## config.mk

```make
export PLATFORM = sky130hd
export DESIGN_NAME = id_hazard_ctrl_flat
export DESIGN_NICKNAME = d
export VERILOG_FILES = /design/src/rtl/id_hazard_ctrl_pkg.sv /design/src/rtl/id_hazard_ctrl_if.sv /design/src/rtl/id_hazard_ctrl_dst_track.sv /design/src/rtl/id_hazard_ctrl.sv /design/src/flat_wrapper.sv
export SDC_FILE = /design/constraint.sdc
export NUM_CORES = 1
export LEC_CHECK = 0
export CORE_ASPECT_RATIO = 0.6
export CORE_UTILIZATION = 45
export DETAILED_ROUTE_END_ITERATION = 16
export GPL_ROUTABILITY_DRIVEN = 1
export HOLD_SLACK_MARGIN = 0.12
export PLACE_DENSITY = 0.72
export RECOVER_POWER = 100
export SLEW_MARGIN = 30
export SYNTH_ARGS = -nofsm -noshare
export SYNTH_HDL_FRONTEND = slang
export SYNTH_SLANG_ARGS = --single-unit
```

## constraint.sdc

```tcl
create_clock -name clk -period 4.08 [get_ports clk]
set_input_delay 0.816 -clock clk [delete_from_list [all_inputs] [get_ports clk]]
set_output_delay 0.816 -clock clk [all_outputs]
set_load 0.05 [all_outputs]
```

## src/rtl/id_hazard_ctrl_pkg.sv

```systemverilog
// Shared definitions for the ID-stage hazard controller: register-zero constant,
// hazard FSM encoding and the shadow destination entry.
package id_hazard_ctrl_pkg;

  localparam logic [4:0] REG_ZERO = 5'd0;

  typedef enum logic {
    RUN   = 1'b0,
    STALL = 1'b1
  } hz_state_e;

  typedef struct packed {
    logic       v;
    logic [4:0] r;
  } shadow_t;

endpackage

```

## src/rtl/id_hazard_ctrl_if.sv

```systemverilog
// ID-stage instruction info flowing into the hazard controller and the
// pipeline control it returns.
interface id_hazard_ctrl_if;
  logic       ID_Valid;
  logic [4:0] ID_Rs;
  logic [4:0] ID_Rt;
  logic       ID_UseRs;
  logic       ID_UseRt;
  logic       ID_RegWrite;
  logic [4:0] ID_WReg;
  logic       EXE_BranchTaken;
  logic       ID_shouldstall;
  logic       PC_WriteEn;
  logic       IFID_WriteEn;
  logic       IFID_Flush;

  modport master (
    output ID_Valid, ID_Rs, ID_Rt, ID_UseRs, ID_UseRt, ID_RegWrite, ID_WReg,
           EXE_BranchTaken,
    input  ID_shouldstall, PC_WriteEn, IFID_WriteEn, IFID_Flush
  );

  modport slave (
    input  ID_Valid, ID_Rs, ID_Rt, ID_UseRs, ID_UseRt, ID_RegWrite, ID_WReg,
           EXE_BranchTaken,
    output ID_shouldstall, PC_WriteEn, IFID_WriteEn, IFID_Flush
  );
endinterface

```

## src/rtl/id_hazard_ctrl_dst_track.sv

```systemverilog
// Shadow pipeline of in-flight destination registers (EXE, MEM, WB) and the
// source-vs-destination compare for the two ID source operands.
module hazard_dst_track
  import id_hazard_ctrl_pkg::*;
#(
  parameter bit CHECK_WB = 1'b0
) (
  input  logic       clk,
  input  logic       rst,
  input  shadow_t    i_load,
  input  logic [4:0] i_src_a,
  input  logic [4:0] i_src_b,
  output logic       o_match_a,
  output logic       o_match_b
);

  shadow_t r_e1;
  shadow_t r_e2;
  shadow_t r_e3;

  always_ff @(posedge clk or posedge rst) begin
    if (rst) begin
      r_e1 <= '0;
      r_e2 <= '0;
      r_e3 <= '0;
    end else begin
      r_e3 <= r_e2;
      r_e2 <= r_e1;
      r_e1 <= i_load;
    end
  end

  function automatic logic hit(input shadow_t e, input logic [4:0] s);
    return e.v && (e.r == s);
  endfunction

  function automatic logic match(input logic [4:0] s);
    return (s != REG_ZERO) &&
           (hit(r_e1, s) || hit(r_e2, s) || (CHECK_WB && hit(r_e3, s)));
  endfunction

  always_comb begin
    o_match_a = match(i_src_a);
    o_match_b = match(i_src_b);
  end

endmodule

```

## src/rtl/id_hazard_ctrl.sv

```systemverilog
// Stall-only hazard controller: RAW/load-use stalls, taken-branch IF/ID flush,
// PC and IF/ID write enables, and stall/flush performance counters.
module id_hazard_ctrl
  import id_hazard_ctrl_pkg::*;
#(
  parameter bit          CHECK_WB = 1'b0,
  parameter int unsigned CNT_W    = 32,
  parameter int unsigned EPI_W    = 16
) (
  input  logic             clk,
  input  logic             rst,
  id_hazard_ctrl_if.slave  hz,
  output logic [CNT_W-1:0] stall_cycles,
  output logic [CNT_W-1:0] flush_cycles,
  output logic [EPI_W-1:0] stall_episodes
);

  logic       w_match_rs;
  logic       w_match_rt;
  logic       w_raw;
  logic       w_stall_raw;
  shadow_t    w_load;
  hz_state_e  r_state;
  hz_state_e  w_state_nxt;

  logic [CNT_W-1:0] r_stall_cycles;
  logic [CNT_W-1:0] r_flush_cycles;
  logic [EPI_W-1:0] r_stall_episodes;

  // Bubbles (and squashed wrong-path instructions) must never enter the shadow pipe.
  always_comb begin
    w_load.v = hz.ID_Valid && hz.ID_RegWrite && (hz.ID_WReg != REG_ZERO) &&
               !hz.ID_shouldstall;
    w_load.r = hz.ID_WReg;
  end

  hazard_dst_track #(
    .CHECK_WB (CHECK_WB)
  ) u_track (
    .clk       (clk),
    .rst       (rst),
    .i_load    (w_load),
    .i_src_a   (hz.ID_Rs),
    .i_src_b   (hz.ID_Rt),
    .o_match_a (w_match_rs),
    .o_match_b (w_match_rt)
  );

  always_comb begin
    w_raw       = hz.ID_Valid && ((hz.ID_UseRs && w_match_rs) ||
                                  (hz.ID_UseRt && w_match_rt));
    w_stall_raw = w_raw && !hz.EXE_BranchTaken;
  end

  always_comb begin
    hz.ID_shouldstall = 1'b0;
    hz.PC_WriteEn     = 1'b1;
    hz.IFID_WriteEn   = 1'b1;
    hz.IFID_Flush     = 1'b0;
    if (hz.EXE_BranchTaken) begin
      hz.ID_shouldstall = 1'b1;
      hz.IFID_Flush     = 1'b1;
    end else if (w_raw) begin
      hz.ID_shouldstall = 1'b1;
      hz.PC_WriteEn     = 1'b0;
      hz.IFID_WriteEn   = 1'b0;
    end
  end

  always_ff @(posedge clk or posedge rst) begin
    if (rst) r_state <= RUN;
    else     r_state <= w_state_nxt;
  end

  always_comb begin
    w_state_nxt = r_state;
    case (r_state)
      RUN:     if (w_stall_raw)  w_state_nxt = STALL;
      STALL:   if (!w_stall_raw) w_state_nxt = RUN;
      default: w_state_nxt = RUN;
    endcase
  end

  always_ff @(posedge clk or posedge rst) begin
    if (rst) begin
      r_stall_cycles   <= '0;
      r_flush_cycles   <= '0;
      r_stall_episodes <= '0;
    end else begin
      if (w_stall_raw)         r_stall_cycles <= r_stall_cycles + 1'b1;
      if (hz.EXE_BranchTaken)  r_flush_cycles <= r_flush_cycles + 1'b1;
      if ((r_state == RUN) && (w_state_nxt == STALL) && (r_stall_episodes != '1))
        r_stall_episodes <= r_stall_episodes + 1'b1;
    end
  end

  assign stall_cycles   = r_stall_cycles;
  assign flush_cycles   = r_flush_cycles;
  assign stall_episodes = r_stall_episodes;

endmodule

```

## src/flat_wrapper.sv

```systemverilog
// flat-port wrapper written by rule: the top's interface ports become plain ports
module id_hazard_ctrl_flat import id_hazard_ctrl_pkg::*;
#(
  parameter bit          CHECK_WB = 1'b0,
  parameter int unsigned CNT_W    = 32,
  parameter int unsigned EPI_W    = 16
)
  (clk, rst, stall_cycles, flush_cycles, stall_episodes, hz_ID_Valid, hz_ID_Rs, hz_ID_Rt, hz_ID_UseRs, hz_ID_UseRt, hz_ID_RegWrite, hz_ID_WReg, hz_EXE_BranchTaken, hz_ID_shouldstall, hz_PC_WriteEn, hz_IFID_WriteEn, hz_IFID_Flush);
  id_hazard_ctrl_if hz_i ();
  input  logic clk;
  input  logic rst;
  output logic [CNT_W-1:0] stall_cycles;
  output logic [CNT_W-1:0] flush_cycles;
  output logic [EPI_W-1:0] stall_episodes;
  input wire logic [$bits(hz_i.ID_Valid)-1:0] hz_ID_Valid;
  input wire logic [$bits(hz_i.ID_Rs)-1:0] hz_ID_Rs;
  input wire logic [$bits(hz_i.ID_Rt)-1:0] hz_ID_Rt;
  input wire logic [$bits(hz_i.ID_UseRs)-1:0] hz_ID_UseRs;
  input wire logic [$bits(hz_i.ID_UseRt)-1:0] hz_ID_UseRt;
  input wire logic [$bits(hz_i.ID_RegWrite)-1:0] hz_ID_RegWrite;
  input wire logic [$bits(hz_i.ID_WReg)-1:0] hz_ID_WReg;
  input wire logic [$bits(hz_i.EXE_BranchTaken)-1:0] hz_EXE_BranchTaken;
  output wire logic [$bits(hz_i.ID_shouldstall)-1:0] hz_ID_shouldstall;
  output wire logic [$bits(hz_i.PC_WriteEn)-1:0] hz_PC_WriteEn;
  output wire logic [$bits(hz_i.IFID_WriteEn)-1:0] hz_IFID_WriteEn;
  output wire logic [$bits(hz_i.IFID_Flush)-1:0] hz_IFID_Flush;
  assign hz_i.ID_Valid = hz_ID_Valid;
  assign hz_i.ID_Rs = hz_ID_Rs;
  assign hz_i.ID_Rt = hz_ID_Rt;
  assign hz_i.ID_UseRs = hz_ID_UseRs;
  assign hz_i.ID_UseRt = hz_ID_UseRt;
  assign hz_i.ID_RegWrite = hz_ID_RegWrite;
  assign hz_i.ID_WReg = hz_ID_WReg;
  assign hz_i.EXE_BranchTaken = hz_EXE_BranchTaken;
  assign hz_ID_shouldstall = hz_i.ID_shouldstall;
  assign hz_PC_WriteEn = hz_i.PC_WriteEn;
  assign hz_IFID_WriteEn = hz_i.IFID_WriteEn;
  assign hz_IFID_Flush = hz_i.IFID_Flush;
  id_hazard_ctrl #(.CHECK_WB(CHECK_WB), .CNT_W(CNT_W), .EPI_W(EPI_W)) u_core (.clk(clk), .rst(rst), .hz(hz_i), .stall_cycles(stall_cycles), .flush_cycles(flush_cycles), .stall_episodes(stall_episodes));
endmodule
```

# Word level (Yosys, flattened, before mapping)
# Cells that the tools add are included.
[word_totals]
register_bits = 93
latchBits = 0
mem_bits_rw = 0
romBits = 0
inputBits = 22
out_inout_bits = 84
word_cells = 46
n_memories = 0
[op_classes]
n_addsub = 3
mul = 0
div = 0
n_lt_le_gt_ge = 0
n_eq_ne = 5
shift = 0
n_mux = 6
bitwise_logic = 1
n_reduce_logical = 23
[ops]
columns = ["operator", "count"]
rows = [
  ["adder 32 x 1 -> 32 bit (second input constant)", 2],
  ["equality test 5 bit", 4],
  ["adder 16 x 1 -> 16 bit (second input constant)", 1],
  ["!= test 16 bit (second input constant)", 1],
  ["logical AND 1 bit", 15],
  ["nonzero test 5 bit", 3],
  ["two-way mux 1 bit", 6],
  ["logical OR 1 bit", 3],
  ["zero test 1 bit", 2],
  ["inverter 1 bit", 1],
]

# Longest topological paths before layout
# Gate-level depths: netlist of the first run.
[logic_depth]
ltp_word = 11
depth_mapped = 10
mapped_depth_nobuf = 8

# By module
# A second synthesis of the first run with hierarchy kept.
[unflattened]
hier_cells = 385
hier_area_um2 = 4451.8
[modules_own_cells]
columns = ["module", "n_inst", "cells_per_inst", "area_per_inst_um2"]
rows = [
  ["id_hazard_ctrl", 1, 338, 3888.7],
  ["hazard_dst_track", 1, 47, 563.0],
]

# Worst setup path after synthesis of the first run
# No wires, ideal clock.
[synth_path]
kind = "input port to output port"
from = "input hz_ID_Rs[1]"
to = "output hz_PC_WriteEn"
arrival_ps = 2116
required_time_ps = 3264
path_slack_ps = 1148
stages = 5
path_cell_list = "or4_1 o21ai_0 o22ai_2 nand2_2 buf_4"
[synth_via]
elab_chain_len = 9
[synth_lines]
columns = ["element", "line", "rtl"]
rows = [
  ["start, declared", "flat_wrapper.sv:16", "input wire logic [$bits(hz_i.ID_Rs)-1:0] hz_ID_Rs;"],
  ["equality test 5 bit", "id_hazard_ctrl_dst_track.sv:34", "return e.v && (e.r == s);"],
  ["logical AND 1 bit", "id_hazard_ctrl_dst_track.sv:34", ""],
  ["logical OR 1 bit", "id_hazard_ctrl_dst_track.sv:39", "(hit(r_e1, s) || hit(r_e2, s) || (CHECK_WB && hit(r_e3, s)));"],
  ["logical AND 1 bit (*)", "id_hazard_ctrl_dst_track.sv:38", "return (s != REG_ZERO) &&"],
  ["logical AND 1 bit (*)", "id_hazard_ctrl.sv:50", "w_raw = hz.ID_Valid && ((hz.ID_UseRs && w_match_rs) ||"],
  ["logical OR 1 bit (*)", "id_hazard_ctrl.sv:50", ""],
  ["logical AND 1 bit (*)", "id_hazard_ctrl.sv:50", ""],
  ["two-way mux 1 bit (*) (2 in series)", "--", ""],
  ["end, declared", "flat_wrapper.sv:24", "output wire logic [$bits(hz_i.PC_WriteEn)-1:0] hz_PC_WriteEn;"],
]
# Mark *: on every way between the ends. The rest lies on a longest branch, timed or not.

# Final worst setup path of the first run
[layout_path]
from = "input hz_ID_Rt[4]"
to = "output hz_ID_shouldstall"
[layout_via]
elab_chain_len = 9
[layout_lines]
columns = ["element", "line", "rtl"]
rows = [
  ["start, declared", "flat_wrapper.sv:17", "input wire logic [$bits(hz_i.ID_Rt)-1:0] hz_ID_Rt;"],
  ["equality test 5 bit", "id_hazard_ctrl_dst_track.sv:34", ""],
  ["logical AND 1 bit", "id_hazard_ctrl_dst_track.sv:34", ""],
  ["logical OR 1 bit", "id_hazard_ctrl_dst_track.sv:39", ""],
  ["logical AND 1 bit (*)", "id_hazard_ctrl_dst_track.sv:38", ""],
  ["logical AND 1 bit (*)", "id_hazard_ctrl.sv:51", "(hz.ID_UseRt && w_match_rt));"],
  ["logical OR 1 bit (*)", "id_hazard_ctrl.sv:50", ""],
  ["logical AND 1 bit (*)", "id_hazard_ctrl.sv:50", ""],
  ["two-way mux 1 bit (*)", "id_hazard_ctrl.sv:63", "end else if (w_raw) begin"],
  ["two-way mux 1 bit (*)", "id_hazard_ctrl.sv:60", "if (hz.EXE_BranchTaken) begin"],
  ["end, declared", "flat_wrapper.sv:23", "output wire logic [$bits(hz_i.ID_shouldstall)-1:0] hz_ID_shouldstall;"],
]
# Marks and branches as above.

==> results of run 1 <==
Yosys cell counts (4+ instances only):
library cell,number
and2_1,7
and3_1,21
and4_1,8
buf_4,4
dfrtp_1,93
nand2_1,20
nand3_1,33
nand4_1,26
nor2_1,16
nor4_1,4
xnor2_1,67
xor2_1,29
cell families (layout without fill, tap and decap cells):
logic type	after synthesis	count (layout)	share of synthesized area, %
and+or+nand+nor	155	155	20.7
xor gates and xnor gates	96	96	19.4
DFF	93	93	53.8
buffers and inverters	15	123	2.63
AOI/OAI and AO/OA	8	8	1.42
muxes	4	4	1.10
adders and majority gates	3	3	0.868
per-layer routing:
| metal | track usage, % | share of wire (%) | up-vias |
|---|---|---|---|
| li1 | - | - | 1510 |
| met1 | 31.2 | 51 | 1494 |
| met2 | 28.9 | 42 | 89 |
| met3 | 5.66 | 5.6 | 9 |
| met4 | 5.18 | 0.99 | 0 |
| met5 | 0 | 0 | - |
per-stage QoR:
stage | instance area [um2] | hold WS [ns] | setup slack (ns)
detailed placement | 5480 | 0.403 | 0.718
CTS | 5730 | 0.415 | 0.730
finish | 5690 | 0.419 | 0.515
global route | 5690 | 0.426 | 0.353
global placement | 5470 | 0.409 | 0.750
floorplan | 4330 | 0.366 | 0.844
where the power goes:
group          total, W  switching [W]  internal, W
Combinational  0.000323       0.000211     0.000112
Clock          0.000737       0.000318     0.000418
Sequential      0.00102      0.0000567     0.000966
Total           0.00208       0.000586      0.00150
sequential cells by signal, summed over array words and instances (netlist names):
signal / cells
u_core.stall_episodes: 16
u_core.u_track.r_e1: 6
u_core.r_state: 1
u_core.stall_cycles: 32
u_core.u_track.r_e2: 6
u_core.flush_cycles: 32
area by class of cell:
| cell class | instances | area share (%) |
|---|---|---|
| multi-input cells | 266 | 32.5 |
| well taps | 130 | 2.86 |
| repair buffers | 107 | 19.0 |
| flip-flops and latches | 93 | 40.9 |
| clock buffers | 11 | 4.26 |
| clock inverters | 2 | 0.220 |
| inverters | 3 | 0.220 |
how the worst max path moves through the flow:
stage                      startpoint                endpoint  slack (ns)  cells past startpoint
after CTS                 hz_ID_Rt[4]       hz_ID_shouldstall        0.73                      7
after floorplan                   rst  u_core.flush_cycles[0]        0.84                      1
after global routing      hz_ID_Rt[4]  u_core.stall_cycles[1]        0.35                      9
final                     hz_ID_Rt[4]       hz_ID_shouldstall        0.52                      7
after global placement    hz_ID_Rs[1]       hz_ID_shouldstall        0.75                      6
after detailed placement  hz_ID_Rt[4]  u_core.stall_cycles[1]        0.72                      9
worst max-delay path, delay by kind of cell:
family,cells,cell delay [ns]
compound gates,3,0.65
buf+inv,2,0.79
simple gates,1,0.33
xor+xnor,1,0.16
==> flow_summary.toml, run 1 <==
[synth]
syn_area_per_cell_um2 = 11.6
syn-cell-area_um2 = 4330
yosys_warnings = 0
synthDistinctLibCells = 41
synth-edff-count = 0
syn_nets = 399
synth.largest_area_cell = "dfrtp_1"
async_flop_share_pct = 100
yosys-top-cells-area = "dfrtp_1, xnor2_1, xor2_1"
netlist_instances = 374
synth-seq-cells = 93
yosysTopAreaCellShare_pct = 53.8
synth_ff_type = "dfrtp_1"
yosysSeqAreaShare_pct = 53.8

[run_status]
status = "finished, violations left"
violations = "max-capacitance violations, max-slew violations"

[layout]
insertedDiodeCount = 0
layout_common_cells = "dfrtp_1, dlygate4sd3_1, xnor2_1"
fillers = 762
layout.nets = 505
stdcell_count = 612
ff_latch_area_um2 = 2330
area_growth_pct = 31.6
final_common_cell = "dfrtp_1"
post-route-util_pct = 61.5
drive_gt1_share_pct = 4.98
multiInputGateArea_um2 = 1850

[timing]
fmax_mhz = 281
finalCritPeriodShare_pct = 87.4
drv_slew = 46
clock_skew_ns = 0.00509
worst_slew_pin_slew_ns = 2.07
rsz0062_at_grt = "no"
hold_violations = 0
min_period_ns = 3.56
setup_tns_ns = 0
maxSlewHeadroom_pct = -38.5
setup_viol = 0

[global_route]
grt_pass1_vias = 3087
antenna_found_initial = 0
overflow = 0
grt_pass1_wl_um = 16000
grt_usage_pct = 20.7
grt_max_degree = 49

[drt]
vias_per_cell = 5.07
routed_wl_um = 9430
drc = 0
firstDrtPassIters = 4
drtIter0Drc = 228
wire_per_inst_um = 15.4
antenna_left = 0
vias = 3102

[critical_path]
required_ns = 3.26
max_stage_delay_ns = 0.60
crit_chain = "dlygate4sd3_1, xor2_1, nor4_1, a32oi_1, o22ai_1, a21o_1, buf_4"
reg2reg_setup_slack_ns = 1.25
endpoint_kind = "output pin"
worstPathArrival_ns = 2.75
path_class = "in2out"
crit_path_max_fanout = 3
r2r_cells = 8
r2r_start = "u_core.u_track.r_e2[4]"
cp-start-kind = "input pin"
critPathSlowestCell = "dlygate4sd3_1"
reg2reg_to = "u_core.stall_cycles[1]"

[die]
row_count = 27
start_util_pct = 46.7
core_area_um2 = 9260
die_height_um = 77.9
io_pins = 106
die-area_um2 = 10000
die_width_um = 129

[min_path]
min-delay-start = "u_core.u_track.r_e1[5]"
hold_path_class = "reg2reg"
whs_path_depth = 0
hold_end = "u_core.u_track.r_e2[5]"

[cts]
cts_tree = "built"
path_clk_slew_ns = 0.06
clkLatencyLatePin_ns = 0.33
numCtsBuffers = 9
clkSinkCount = 93
htree_levels = 3
cts-root-buf = "clkbuf_16"
post_cts_resized = 0
cts_hold_buf = 0
post-cts-setup-buffers = 0
cts.path.max_buffers = 2

[place]
place.gp.congestion = 0.833
dp_hpwl_um = 6960
io_buffers = 105
place_inst = 599

[power]
totalPowerFinal_w = 0.00208
p_leak_nw = 2.69
peakVddDrop_uv = 235
power_density_nw_per_um2 = 366

[job]
cap_violations = 1
Power figures use the tool's default switching activity.
==> inputs of run 2 (changes only) <==
ABC_AREA = 0   (was not set)
clock period = 3.4 ns   (was 4.08 ns; I/O delays follow)
==> run 2 against run 1 <==
The run still ends with max-capacitance violations, max-slew violations left; hold slack better by 0.0091 ns; critical path depth fell by 1; critical endpoint is now hz_PC_WriteEn; wire length is 2.7% higher; critical path type unchanged; via count increased by 1.9%; clock power increased by 37%; cell area rose by 1.5%.
==> flow_summary.toml, run 2 (synthesized netlist as in run 1, its figures left out) <==
[cts]
cts.path.max_buffers = 2
htree_levels = 3
cts-root-buf = "clkbuf_16"
post_cts_resized = 0
cts_hold_buf = 0
cts_tree = "built"
clkLatencyLatePin_ns = 0.34
numCtsBuffers = 9
post-cts-setup-buffers = 0
clkSinkCount = 93
path_clk_slew_ns = 0.06

[global_route]
grt_usage_pct = 20.9
grt_pass1_wl_um = 16000
grt_max_degree = 54
overflow = 0
antenna_found_initial = 0
grt_pass1_vias = 3078

[drt]
vias_per_cell = 5.12
routed_wl_um = 9690
vias = 3161
firstDrtPassIters = 4
wire_per_inst_um = 15.7
drtIter0Drc = 264
antenna_left = 0
drc = 0

[die]
core_area_um2 = 9260
row_count = 27
die_width_um = 129
start_util_pct = 46.7
die_height_um = 77.9
io_pins = 106
die-area_um2 = 10000

[power]
totalPowerFinal_w = 0.00263
power_density_nw_per_um2 = 455
peakVddDrop_uv = 230
p_leak_nw = 2.73

[timing]
worst_slew_pin_slew_ns = 1.80
setup_viol = 0
setup_tns_ns = 0
finalCritPeriodShare_pct = 92.4
min_period_ns = 3.14
maxSlewHeadroom_pct = -20.7
fmax_mhz = 318
hold_violations = 0
rsz0062_at_grt = "no"
drv_slew = 42
clock_skew_ns = 0.00605

[layout]
layout_common_cells = "dfrtp_1, dlygate4sd3_1, xnor2_1"
post-route-util_pct = 62.5
layout.nets = 507
fillers = 771
multiInputGateArea_um2 = 1860
final_common_cell = "dfrtp_1"
stdcell_count = 617
insertedDiodeCount = 0
design_area_um2 = 5780
ff_latch_area_um2 = 2330
drive_gt1_share_pct = 5.95
area_growth_pct = 33.7

[critical_path]
required_ns = 2.72
r2r_start = "u_core.u_track.r_e2[4]"
r2r_cells = 9
endpoint_kind = "output pin"
critPathSlowestCell = "or4_1"
reg2reg_setup_slack_ns = 0.77
worstPathArrival_ns = 2.46
crit_path_max_fanout = 3
max_stage_delay_ns = 0.53
crit_end = "hz_PC_WriteEn"
crit_chain = "clkdlybuf4s50_1, or4_1, o21ai_0, o22ai_2, nand2_1, buf_12"
setup.worst_path.start = "hz_ID_Rt[1]"
reg2reg_to = "u_core.stall_episodes[6]"
path_class = "in2out"
cp-start-kind = "input pin"

[run_status]
violations = "max-capacitance violations, max-slew violations"
status = "finished, violations left"

[place]
place.gp.congestion = 0.820
place_area_um2 = 5520
dp_hpwl_um = 6940
io_buffers = 105
place_inst = 601

[min_path]
hold_path_class = "reg2reg"

[job]
cap_violations = 1
-- run 2: area by class of cell --
cell class / count / share of cell area (%)
repair buffers: 109 / 19.4
clock buffers: 11 / 4.20
multi-input cells: 266 / 32.1
inverters: 3 / 0.216
well taps: 130 / 2.81
clock inverters: 5 / 1.02
flip-flops and latches: 93 / 40.3
-- run 2: metal layers --
metal / up-vias / track usage, % / share of wire, %
li1: 1524 / - / -
met5: - / 0 / 0
met3: 7 / 5.59 / 4.6
met4: 0 / 5.88 / 0.74
met1: 1548 / 31.7 / 52
met2: 82 / 29.1 / 43
-- run 2: power by group --
| part | internal (W) | switching (W) |
|---|---|---|
| clock network | 0.000592 | 0.000422 |
| registers | 0.00116 | 0.0000695 |
| logic | 0.000135 | 0.000253 |
-- run 2: worst max-delay path, delay by kind of cell --
kind                   cells  cell delay (ns)
AO/OA/AOI/OAI              2             0.37
AND/OR/NAND/NOR            2             0.73
buffers and inverters      2             0.67
-- run 2: metrics by stage --
stage | setup slack, ns | hold slack, ns
global route | 0.151 | 0.451
global placement | 0.338 | 0.406
floorplan | 0.300 | 0.366
detailed placement | 0.275 | 0.411
finish | 0.259 | 0.428
CTS | 0.324 | 0.425
-- run 2: worst min path at each step --
stage	startpoint	endpoint	slack (ns)	cells past startpoint
2_1_floorplan	u_core.u_track.r_e1[5]	u_core.u_track.r_e2[5]	0.37	0
3_3_place_gp	u_core.u_track.r_e1[5]	u_core.u_track.r_e2[5]	0.41	0
3_5_place_dp	u_core.u_track.r_e1[5]	u_core.u_track.r_e2[5]	0.41	0
4_1_cts	u_core.u_track.r_e1[5]	u_core.u_track.r_e2[5]	0.43	0
5_1_grt	u_core.u_track.r_e1[5]	u_core.u_track.r_e2[5]	0.45	0
6_report	u_core.u_track.r_e1[5]	u_core.u_track.r_e2[5]	0.43	0
==> inputs of run 3 (changes only) <==
DONT_BUFFER_PORTS = 1   (was not set)
PLACE_DENSITY = 0.58   (was 0.72)
==> run 3 against run 2 <==
The run still ends with max-capacitance violations, max-slew violations left; sequential cell count unchanged; via count is 12% lower; clock power grew 5%; fmax up 6.4%; critical path type is now reg2out; highest routed layer unchanged; wire length down 8.3%; cell count down 16%; utilization down 11 points; first-iteration DRC count is 36% lower; cell area decreased by 18%; die area stayed put; clock skew up 0.0022 ns; register-to-register slack got worse by 0.17 ns.
==> flow_summary.toml, run 3 (synthesized netlist as in run 1, its figures left out) <==
[global_route]
grt_pass1_wl_um = 14600
grt_max_degree = 94
antenna_found_initial = 0
overflow = 0
grt_usage_pct = 19.0
grt_pass1_vias = 2768

[critical_path]
worstPathArrival_ns = 2.27
path_class = "reg2out"
crit_path_max_fanout = 3
crit_chain = "xor2_1, nor4_2, a32oi_1, o22ai_1, nand2_2, clkbuf_2"
max_stage_delay_ns = 0.42
endpoint_kind = "output pin"
cp_num_buf_inv = 1
critPathSlowestCell = "dfrtp_1"
required_ns = 2.72
cp-start-kind = "flop"
crit_family = "simple AND/OR/NAND/NOR gates"

[layout]
design_area_um2 = 4730
insertedDiodeCount = 0
fillers = 859
layout.nets = 409
final_common_cell = "dfrtp_1"
area_growth_pct = 9.29
layout_common_cells = "dfrtp_1, xnor2_1, nand3_1"
drive_gt1_share_pct = 6.70

[die]
start_util_pct = 46.7
die_height_um = 77.9
row_count = 27
die-area_um2 = 10000
io_pins = 106
die_width_um = 129
core_area_um2 = 9260

[cts]
path_clk_slew_ns = 0.06
numCtsBuffers = 9
cts_hold_buf = 0
htree_levels = 3
cts-root-buf = "clkbuf_16"
cts.path.max_buffers = 2
cts_tree = "built"
clkLatencyLatePin_ns = 0.34
post-cts-setup-buffers = 0
post_cts_resized = 0
clkSinkCount = 93

[drt]
wire_per_inst_um = 17.2
routed_wl_um = 8880
drtIter0Drc = 169
drc = 0
firstDrtPassIters = 4
vias_per_cell = 5.38
antenna_left = 0
vias = 2786

[run_status]
violations = "max-capacitance violations, max-slew violations"
status = "finished, violations left"

[timing]
fmax_mhz = 339
finalCritPeriodShare_pct = 86.8
drv_slew = 94
min_period_ns = 2.95
worst_slew_pin_slew_ns = 2.29
maxSlewHeadroom_pct = -52.4
setup_viol = 0
hold-worst-slack_ns = 0.373
rsz0062_at_grt = "no"
hold_violations = 0
clock_skew_ns = 0.00826
setup_tns_ns = 0

[power]
power_density_nw_per_um2 = 547
p_leak_nw = 2.09
peakVddDrop_uv = 267

[place]
place_area_um2 = 4500
dp_hpwl_um = 6220
place.gp.congestion = 0.802
io_buffers = 0

[min_path]
hold_path_class = "in2reg"

[job]
cap_violations = 1
==> run 3: worst paths after layout <==
path                       cells past startpoint                       end               startpoint  slack, ns
setup / recovery                               6             hz_PC_WriteEn   u_core.u_track.r_e2[4]       0.45
hold / removal                                 0    u_core.u_track.r_e1[1]            hz_ID_WReg[1]       0.37
setup reg to reg                               7   u_core.flush_cycles[28]  u_core.flush_cycles[12]       0.60
hold reg to reg                                0    u_core.u_track.r_e2[5]   u_core.u_track.r_e1[5]       0.41
max in group asynchronous                      2   u_core.stall_cycles[24]                      rst       0.97
min in group asynchronous                      2  u_core.stall_episodes[6]                      rst       1.04
==> run 3: area by class of cell <==
cell class	count	area, um2	share of cell area (%)
clock buffers	10	239	5.06
clock inverters	5	75.1	1.59
inverters	3	12.5	0.265
multi-input cells	266	1840	39.0
flip-flops and latches	93	2330	49.2
well taps	130	163	3.44
repair buffers	11	67.6	1.43
==> run 3: power breakdown <==
part / total (W) / switching [W] / internal, W / leakage (nW)
Clock: 0.00106 / 0.000406 / 0.000656 / 0.158
Combinational: 0.000228 / 0.000163 / 0.0000651 / 0.679
Sequential: 0.00129 / 0.000138 / 0.00116 / 1.26
Total: 0.00258 / 0.000706 / 0.00188 / 2.09
==> run 3: per-layer routing <==
metal	part of all wire [%]	vias to the layer above	global-route usage [%]
met2	43	81	27.0
met5	0	-	0
met4	0.64	0	4.59
met1	49	1381	26.7
met3	8.1	6	8.00
li1	-	1318	-
==> run 3: per-stage QoR <==
step	cells	total power, W	worst slack [ns]	utilization, %
floorplan	374	0.00150	0.300	-
global placement	503	0.00156	0.659	48.6
detailed placement	503	0.00156	0.630	48.6
CTS	518	0.00264	0.554	52.0
global route	518	0.00269	0.256	51.1
finish	518	0.00258	0.449	51.1
